--- src/rtl/pmod_board_scanner.sv ---
// Scans a 74HC165-style parallel-in/serial-out chain on the JA header and
// publishes a debounced occupancy word, a sticky valid flag and a change pulse.
module pmod_board_scanner #(
  parameter int N_BITS  = 32,
  parameter int CLK_DIV = 50,
  parameter int STABLE  = 2
) (
  input  logic              clock,
  input  logic              reset,
  input  logic              scan_en,
  output logic              sr_load_n,
  output logic              sr_clk,
  input  logic              sr_data,
  output logic [N_BITS-1:0] board,
  output logic              board_valid,
  output logic              changed,
  output logic              busy,
  output logic [15:0]       scan_count
);
  localparam int DW = (CLK_DIV > 1) ? $clog2(CLK_DIV) : 1;
  localparam int BW = (N_BITS > 1) ? $clog2(N_BITS) : 1;
  localparam int SW = (STABLE > 1) ? $clog2(STABLE) : 1;
  localparam logic [DW-1:0] DIV_LAST = DW'(CLK_DIV - 1);
  localparam logic [BW-1:0] BIT_LAST = BW'(N_BITS - 1);
  localparam logic [SW-1:0] STB_LAST = SW'(STABLE - 1);

  typedef enum logic [1:0] {IDLE, LOAD, SHIFT, CMP} state_t;

  state_t            state_q, state_d;
  logic [DW-1:0]     div_q, div_d;
  logic [BW-1:0]     bit_q, bit_d;
  logic              phase_q, phase_d;
  logic [N_BITS-1:0] raw_q, raw_d, prev_raw_q, prev_raw_d, board_q, board_d;
  logic [SW-1:0]     stable_q, stable_d;
  logic [15:0]       scan_count_q, scan_count_d;
  logic              load_n_q, load_n_d, sr_clk_q, sr_clk_d;
  logic              valid_q, valid_d, changed_q, changed_d, busy_q, busy_d;
  logic              sync1_q, sync2_q;

  always_comb begin
    state_d      = state_q;
    div_d        = div_q;
    bit_d        = bit_q;
    phase_d      = phase_q;
    raw_d        = raw_q;
    prev_raw_d   = prev_raw_q;
    board_d      = board_q;
    stable_d     = stable_q;
    scan_count_d = scan_count_q;
    load_n_d     = load_n_q;
    sr_clk_d     = sr_clk_q;
    valid_d      = valid_q;
    changed_d    = 1'b0;
    unique case (state_q)
      IDLE: begin
        if (scan_en) begin
          state_d  = LOAD;
          div_d    = '0;
          load_n_d = 1'b0;
        end
      end
      LOAD: begin
        if (div_q == DIV_LAST) begin
          state_d  = SHIFT;
          div_d    = '0;
          bit_d    = '0;
          phase_d  = 1'b0;
          load_n_d = 1'b1;
        end else begin
          div_d = div_q + DW'(1);
        end
      end
      SHIFT: begin
        if (div_q != DIV_LAST) begin
          div_d = div_q + DW'(1);
        end else begin
          div_d = '0;
          if (!phase_q) begin
            // sync2_q lags the pin by two cycles, so this still reads a low-phase value
            raw_d    = {raw_q[N_BITS-2:0], sync2_q};
            phase_d  = 1'b1;
            sr_clk_d = 1'b1;
          end else begin
            phase_d  = 1'b0;
            sr_clk_d = 1'b0;
            if (bit_q == BIT_LAST) state_d = CMP;
            else                   bit_d   = bit_q + BW'(1);
          end
        end
      end
      CMP: begin
        if (raw_q == prev_raw_q)
          stable_d = (stable_q == STB_LAST) ? stable_q : stable_q + SW'(1);
        else
          stable_d = '0;
        prev_raw_d   = raw_q;
        scan_count_d = scan_count_q + 16'd1;
        // an all-zero first result still has to raise board_valid
        if (stable_d == STB_LAST && (raw_q != board_q || !valid_q)) begin
          board_d   = raw_q;
          valid_d   = 1'b1;
          changed_d = (raw_q != board_q);
        end
        state_d = IDLE;
      end
      default: state_d = IDLE;
    endcase
    busy_d = (state_d != IDLE);
  end

  always_ff @(posedge clock or negedge reset) begin
    if (!reset) begin
      state_q      <= IDLE;
      div_q        <= '0;
      bit_q        <= '0;
      phase_q      <= 1'b0;
      raw_q        <= '0;
      prev_raw_q   <= '0;
      board_q      <= '0;
      stable_q     <= '0;
      scan_count_q <= '0;
      load_n_q     <= 1'b1;
      sr_clk_q     <= 1'b0;
      valid_q      <= 1'b0;
      changed_q    <= 1'b0;
      busy_q       <= 1'b0;
      sync1_q      <= 1'b0;
      sync2_q      <= 1'b0;
    end else begin
      state_q      <= state_d;
      div_q        <= div_d;
      bit_q        <= bit_d;
      phase_q      <= phase_d;
      raw_q        <= raw_d;
      prev_raw_q   <= prev_raw_d;
      board_q      <= board_d;
      stable_q     <= stable_d;
      scan_count_q <= scan_count_d;
      load_n_q     <= load_n_d;
      sr_clk_q     <= sr_clk_d;
      valid_q      <= valid_d;
      changed_q    <= changed_d;
      busy_q       <= busy_d;
      sync1_q      <= sr_data;
      sync2_q      <= sync1_q;
    end
  end

  always @(posedge clock) begin
    if (reset) assert (CLK_DIV >= 3) else $error("CLK_DIV must be at least 3");
  end

  assign sr_load_n   = load_n_q;
  assign sr_clk      = sr_clk_q;
  assign board       = board_q;
  assign board_valid = valid_q;
  assign changed     = changed_q;
  assign busy        = busy_q;
  assign scan_count  = scan_count_q;
endmodule
--- config.mk ---
export PLATFORM = sky130hd
export DESIGN_NAME = pmod_board_scanner
export DESIGN_NICKNAME = d
export VERILOG_FILES = /design/src/rtl/pmod_board_scanner.sv
export SDC_FILE = /design/constraint.sdc
export NUM_CORES = 1
export LEC_CHECK = 0
export CORE_MARGIN = 2
export CORE_UTILIZATION = 50
export CTS_CLUSTER_SIZE = 20
export DETAILED_ROUTE_END_ITERATION = 6
export GPL_TIMING_DRIVEN = 0
export PLACE_DENSITY = 0.74
export SYNTH_ARGS = -nofsm -noshare
export SYNTH_HDL_FRONTEND = slang
export SYNTH_SLANG_ARGS = --single-unit
--- constraint.sdc ---
create_clock -name clock -period 2.2 [get_ports clock]
set_input_delay 0.66 -clock clock [delete_from_list [all_inputs] [get_ports clock]]
set_output_delay 0.66 -clock clock [all_outputs]
set_load 0.05 [all_outputs]
## Yosys cells after proc, flatten, opt, wreduce, memory -nomap -nowiden

Cells that the tools add are included.

- Register bits after elaboration: 134
- Input port bits: 4
- Output and inout port bits: 53
- Word-level logic and storage cells: 77

- Add/sub/neg operators: 4
- Eq/ne operators: 13
- Muxes and demuxes: 27
- Bitwise logic cells: 2
- Reductions and logical operators: 15

Operator list:

| kind | count |
|---|---|
| 32-bit == test | 1 |
| 32-bit != test | 1 |
| 5-bit two-way mux | 4 |
| 6-bit two-way mux | 3 |
| 6-bit one-hot mux with 3 select lines | 1 |
| 16-bit by 1-bit adder with 16-bit output (second input constant) | 1 |
| 1-bit two-way mux | 10 |
| 2-bit two-way mux | 5 |
| 2-bit != test (second input constant) | 5 |
| 5-bit one-hot mux with 2 select lines | 1 |
| 3-bit AND reduction | 3 |
| 2-bit one-hot mux with 4 select lines | 1 |
| 6-bit by 1-bit adder with 6-bit output (second input constant) | 1 |
| 6-bit == test (second input constant) | 1 |
| 6-bit != test (second input constant) | 1 |
| 2-bit AND reduction | 3 |
| 2-bit nonzero test | 3 |
| 5-bit by 1-bit adder with 5-bit output (second input constant) | 1 |
| 5-bit == test (second input constant) | 1 |
| 5-bit AND reduction | 1 |
| 2-bit == test (second input constant) | 2 |
| 1-bit one-hot mux with 2 select lines | 2 |
| 3-bit nonzero test | 1 |
| 2-bit by 1-bit == test with 1-bit output (second input constant) | 1 |
| 6 further kinds | 7 |

## Longest topological paths before layout

- Depth in word-level cells: 7
- Gate-level depth with buffers: 8
- Mapped depth without buffers: 8

## Least setup slack after synthesis

Ideal clock, no wire load.

- Path type: register -> register
- From: register board_q[10], in the netlist board[10]
- To: register board_q[0], in the netlist board[0]
- Setup time: 0.125 ns
- Data arrival time: 2.012 ns
- Required time: 2.075 ns
- Setup slack: 0.063 ns
- Cell stages (with the launch flop): 8
- Path buffers: 1
- Clock period less this slack: 2.137 ns
- Cells stage by stage: dfrtp_1 xnor2_1 nand4_1 nor4_1 nand4_1 nand2_2 buf_6 mux2_4

- Longest elaborated chain between the ends: 4

Ends and longest elaborated chain:

| what | RTL line | text |
|---|---|---|
| start: declaration | 33 | `logic [N_BITS-1:0] raw_q, raw_d, prev_raw_q, prev_raw_d, board_q, board_d;` |
| start signal: assignment | 136 | `board_q <= board_d;` |
| 32-bit != test | 99 | `if (stable_d == STB_LAST && (raw_q != board_q \|\| !valid_q)) begin` |
| 1-bit logical OR | 99 |  |
| 1-bit logical AND | 99 |  |
| 2-bit AND reduction (no source line) | - |  |

Every way passes these cells.
A chain may end at the register's enable or synchronous reset.

## Worst setup path after layout

- From: register raw_q[28]
- To: register board_q[6], in the netlist board[6]

- Longest elaborated chain between the ends: 5
- Elaborated cells between the ends (all ways): 7
- Those cells by class: eq/ne (2); mux (2); reduce/logical (3)

Ends and longest elaborated chain:

| what | RTL line | text |
|---|---|---|
| start: declaration | 33 |  |
| start signal: assignment | 134 | `raw_q <= raw_d;` |
| 32-bit == test | 92 | `if (raw_q == prev_raw_q)` |
| 1-bit two-way mux | 92 |  |
| 1-bit two-way mux | 54 | `unique case (state_q)` |
| 1-bit logical AND * | 99 |  |
| 2-bit AND reduction (no source line) * | - |  |

Every way passes the cells marked *; elsewhere a longest branch is shown, timed or not. The select of a mux whose other input is x is not followed.

==> results.json <==
{
  "status": "complete, but fails checks",
  "violations": "negative setup slack",
  "ys.flop_type": "dfrtp_1",
  "pwr-share-seq_pct": 48.3,
  "nNetsFinal": 572,
  "synth.area.top_cells": "dfrtp_1 (53%), mux2_2 (12%), mux2_4 (7.3%)",
  "hpwl_um": 8730,
  "synth_edf_count": 0,
  "yosysWarningCount": 0,
  "tightest_slew_ps": 620,
  "syn_inst": 465,
  "tritoncts": "yes",
  "setup_viol": 32,
  "async_flop_share_pct": 100,
  "comb_power_share_pct": 1.1,
  "crit_required_ps": 2500,
  "syn_nets": 480,
  "crit_start": "raw_q[28]$_DFFE_PN0P_",
  "firstDrtPassIters": 4,
  "clk_pin_slew_ps": 50,
  "syn_area_sq_um": 6200,
  "antenna_found_initial": 0,
  "fin_crit_ps": 2290,
  "start_util_pct": 51.4,
  "port_buffers": 56,
  "crit_path_start_kind": "flop",
  "vias": 3980,
  "nFillCells": 909,
  "switching_share_pct": 20.0,
  "clockBufferDepth": 2,
  "clock_skew_ps": 9.38,
  "worst_slack_ps": -93.3,
  "io_pins": 57,
  "net-switching-power_uw": 1010,
  "fp.dieArea_sq_um": 13300,
  "cts_root_buf": "clkbuf_16",
  "synth.most_common_cell": "dfrtp_1",
  "avgSynthCellArea_sq_um": 13.3,
  "power_density_nw_per_um2": 646,
  "globalplace.congestion": 0.868,
  "hold_viol_final": 0,
  "die_h_um": 115,
  "numCtsBuffers": 17,
  "route.detailed.drc": 0,
  "grt_pass1_vias": 4069,
  "area_growth_pct": 26.5,
  "clockPowerShare_pct": 50.5,
  "ys_seq_area_share_pct": 53.7,
  "ys_ff_latch": 133,
  "fmax_mhz": 436,
  "cap_violations": 0,
  "wl_um": 13200,
  "die_x_um": 115,
  "slew_headroom_pct": 58.7,
  "grt_max_degree": 70,
  "netlist.area_leader.share_pct": 53.2,
  "synth_cell_types": 41,
  "critPathArrivalTime_ps": 2590,
  "grt_pass1_wl_um": 21500,
  "wl_per_cell_um": 18.0,
  "intPower_uw": 4060,
  "finalSetupTns_ps": -2480,
  "drive_gt1_share_pct": 35.4,
  "placementRows": 40,
  "antennaDiodeCount": 0,
  "fin_hold_ws_ps": 232,
  "maxSlewViolCount": 0,
  "gr-total-overflow": 0,
  "p_leak_uw": 0.00412,
  "core_sq_um": 12100,
  "clk_latency_ps": 420,
  "critical_path_class": "flop to flop",
  "rsz0062_at_grt": "true",
  "yosysTopAreaCell": "dfrtp_1",
  "ir_drop_uv": 452,
  "cts.sinks": 133,
  "end_kind": "flop",
  "ant_nets": 0,
  "rr_startpoint": "raw_q[28]$_DFFE_PN0P_",
  "hp-class": "primary input to asynchronous set/reset pin",
  "cts_max_level": 4,
  "synthTopCellsByCount": "dfrtp_1 (132), mux2_2 (68), xnor2_1 (47)",
  "crit_fanout": 10,
  "avgViaCountPerCell": 5.41,
  "cts_hold_buf": 0,
  "fin_crit_sh_pct": 104,
  "drt_iter0_drc": 239,
  "track_usage_pct": 21.5
}
critical path: stages, from the launching register on:
cell and delay, ps:
dfrtp_2 440, xor2_1 190, nor4b_2 310, nand4_1 160, nor4_2 340, nand2_2 140
buf_6 150, buf_12 150, mux2_4 300
cells in the final DEF, fill, tap and decap left out, types with 4 or more instances in the layout:
cell type / count
a22o_1: 7
mux2_4: 30
nand2_1: 19
ha_1: 10
o21ai_0: 7
mux2_2: 68
clkbuf_1: 4
nor2_1: 15
nand2b_1: 4
nor3_1: 5
nand4_1: 20
dfrtp_2: 24
nor4_1: 9
clkbuf_16: 17
dfrtp_1: 108
clkinv_2: 4
clkbuf_8: 6
dlygate4sd2_1: 52
xor2_1: 27
nand3_1: 8
xor2_2: 4
xnor2_1: 42
buf_4: 18
xnor2_2: 4
power by group through the flow:
stage	Sequential [uW]	Clock, uW	Combinational [uW]
floorplan	2490	0	0.315
global placement	2490	0	54.1
detailed placement	2490	0	62.6
CTS	2450	2610	61.8
global route	2450	2730	69.5
finish	2450	2560	57.9
routing by layer:
metal | wire length [um] | part of all wire [%] | track usage, % | up-vias
li1 | - | - | - | 1841
met1 | 5980 | 45 | 28.4 | 2025
met2 | 6360 | 48 | 33.6 | 98
met3 | 624 | 4.7 | 5.48 | 16
met4 | 281 | 2.1 | 9.64 | 0
met5 | 0 | 0 | 0 | -
path summary, 6_finish.rpt:
path / to / depth (start not counted) / slack (ps)
min: board[3]$_DFFE_PN0P_ / 1 / 230
max reg2reg: board[6]$_DFFE_PN0P_ / 8 / -90
min in group clock: sync2_q$_DFF_PN0_ / 0 / 350
max: board[6]$_DFFE_PN0P_ / 8 / -90
min reg2reg: sync2_q$_DFF_PN0_ / 0 / 350
max in group asynchronous: raw_q[24]$_DFFE_PN0P_ / 2 / 1220
cells by family after synthesis:
group	Yosys count	synth area share (%)
buffers and inverters	16	1.35
AOI/OAI and AO/OA	29	3.21
and+or+nand+nor	98	8.63
adders and majority gates	11	2.22
DFF	133	53.7
muxes	99	19.8
xor gates and xnor gates	79	11.2
flip-flops by register name, summed over array words and instances, names as in the netlist, 2 cells and up:
register	cells
div_q	6
state_q	2
prev_raw_q	32
raw_q	32
scan_count	16
bit_q	5
board	32
per-stage QoR:
stage | total power [uW] | std cells | setup slack (ps) | cell area [sq um] | util [%]
floorplan | 2490 | 465 | 63.0 | 6200 | -
global placement | 2550 | 689 | -4690 | 6970 | 57.8
detailed placement | 2560 | 690 | -404 | 7000 | 58.1
CTS | 5120 | 727 | -14.0 | 7690 | 63.8
global route | 5250 | 736 | -154 | 7850 | 65.1
finish | 5070 | 736 | -93.3 | 7850 | 65.1
final cells by class:
| type | count | area [sq um] | area share (%) |
|---|---|---|---|
| Buffer | 11 | 106 | 1.36 |
| Clock buffer | 26 | 519 | 6.62 |
| Clock inverter | 4 | 20.0 | 0.255 |
| Inverter | 3 | 11.3 | 0.143 |
| Multi-Input combinational cell | 316 | 2930 | 37.4 |
| Sequential cell | 133 | 3360 | 42.8 |
| Tap cell | 168 | 210 | 2.68 |
| Timing Repair Buffer | 75 | 689 | 8.79 |
timing repair:
action | CTS | global route
pin swaps | 12 | 7
cloned | 1 | 0
hold endpoints to repair | 0 | 0
setup buffers | 7 | 10
endpoints found under the setup margin | 145 | 68
gates resized for setup | 90 | 24
Power figures use the tool's default switching activity.
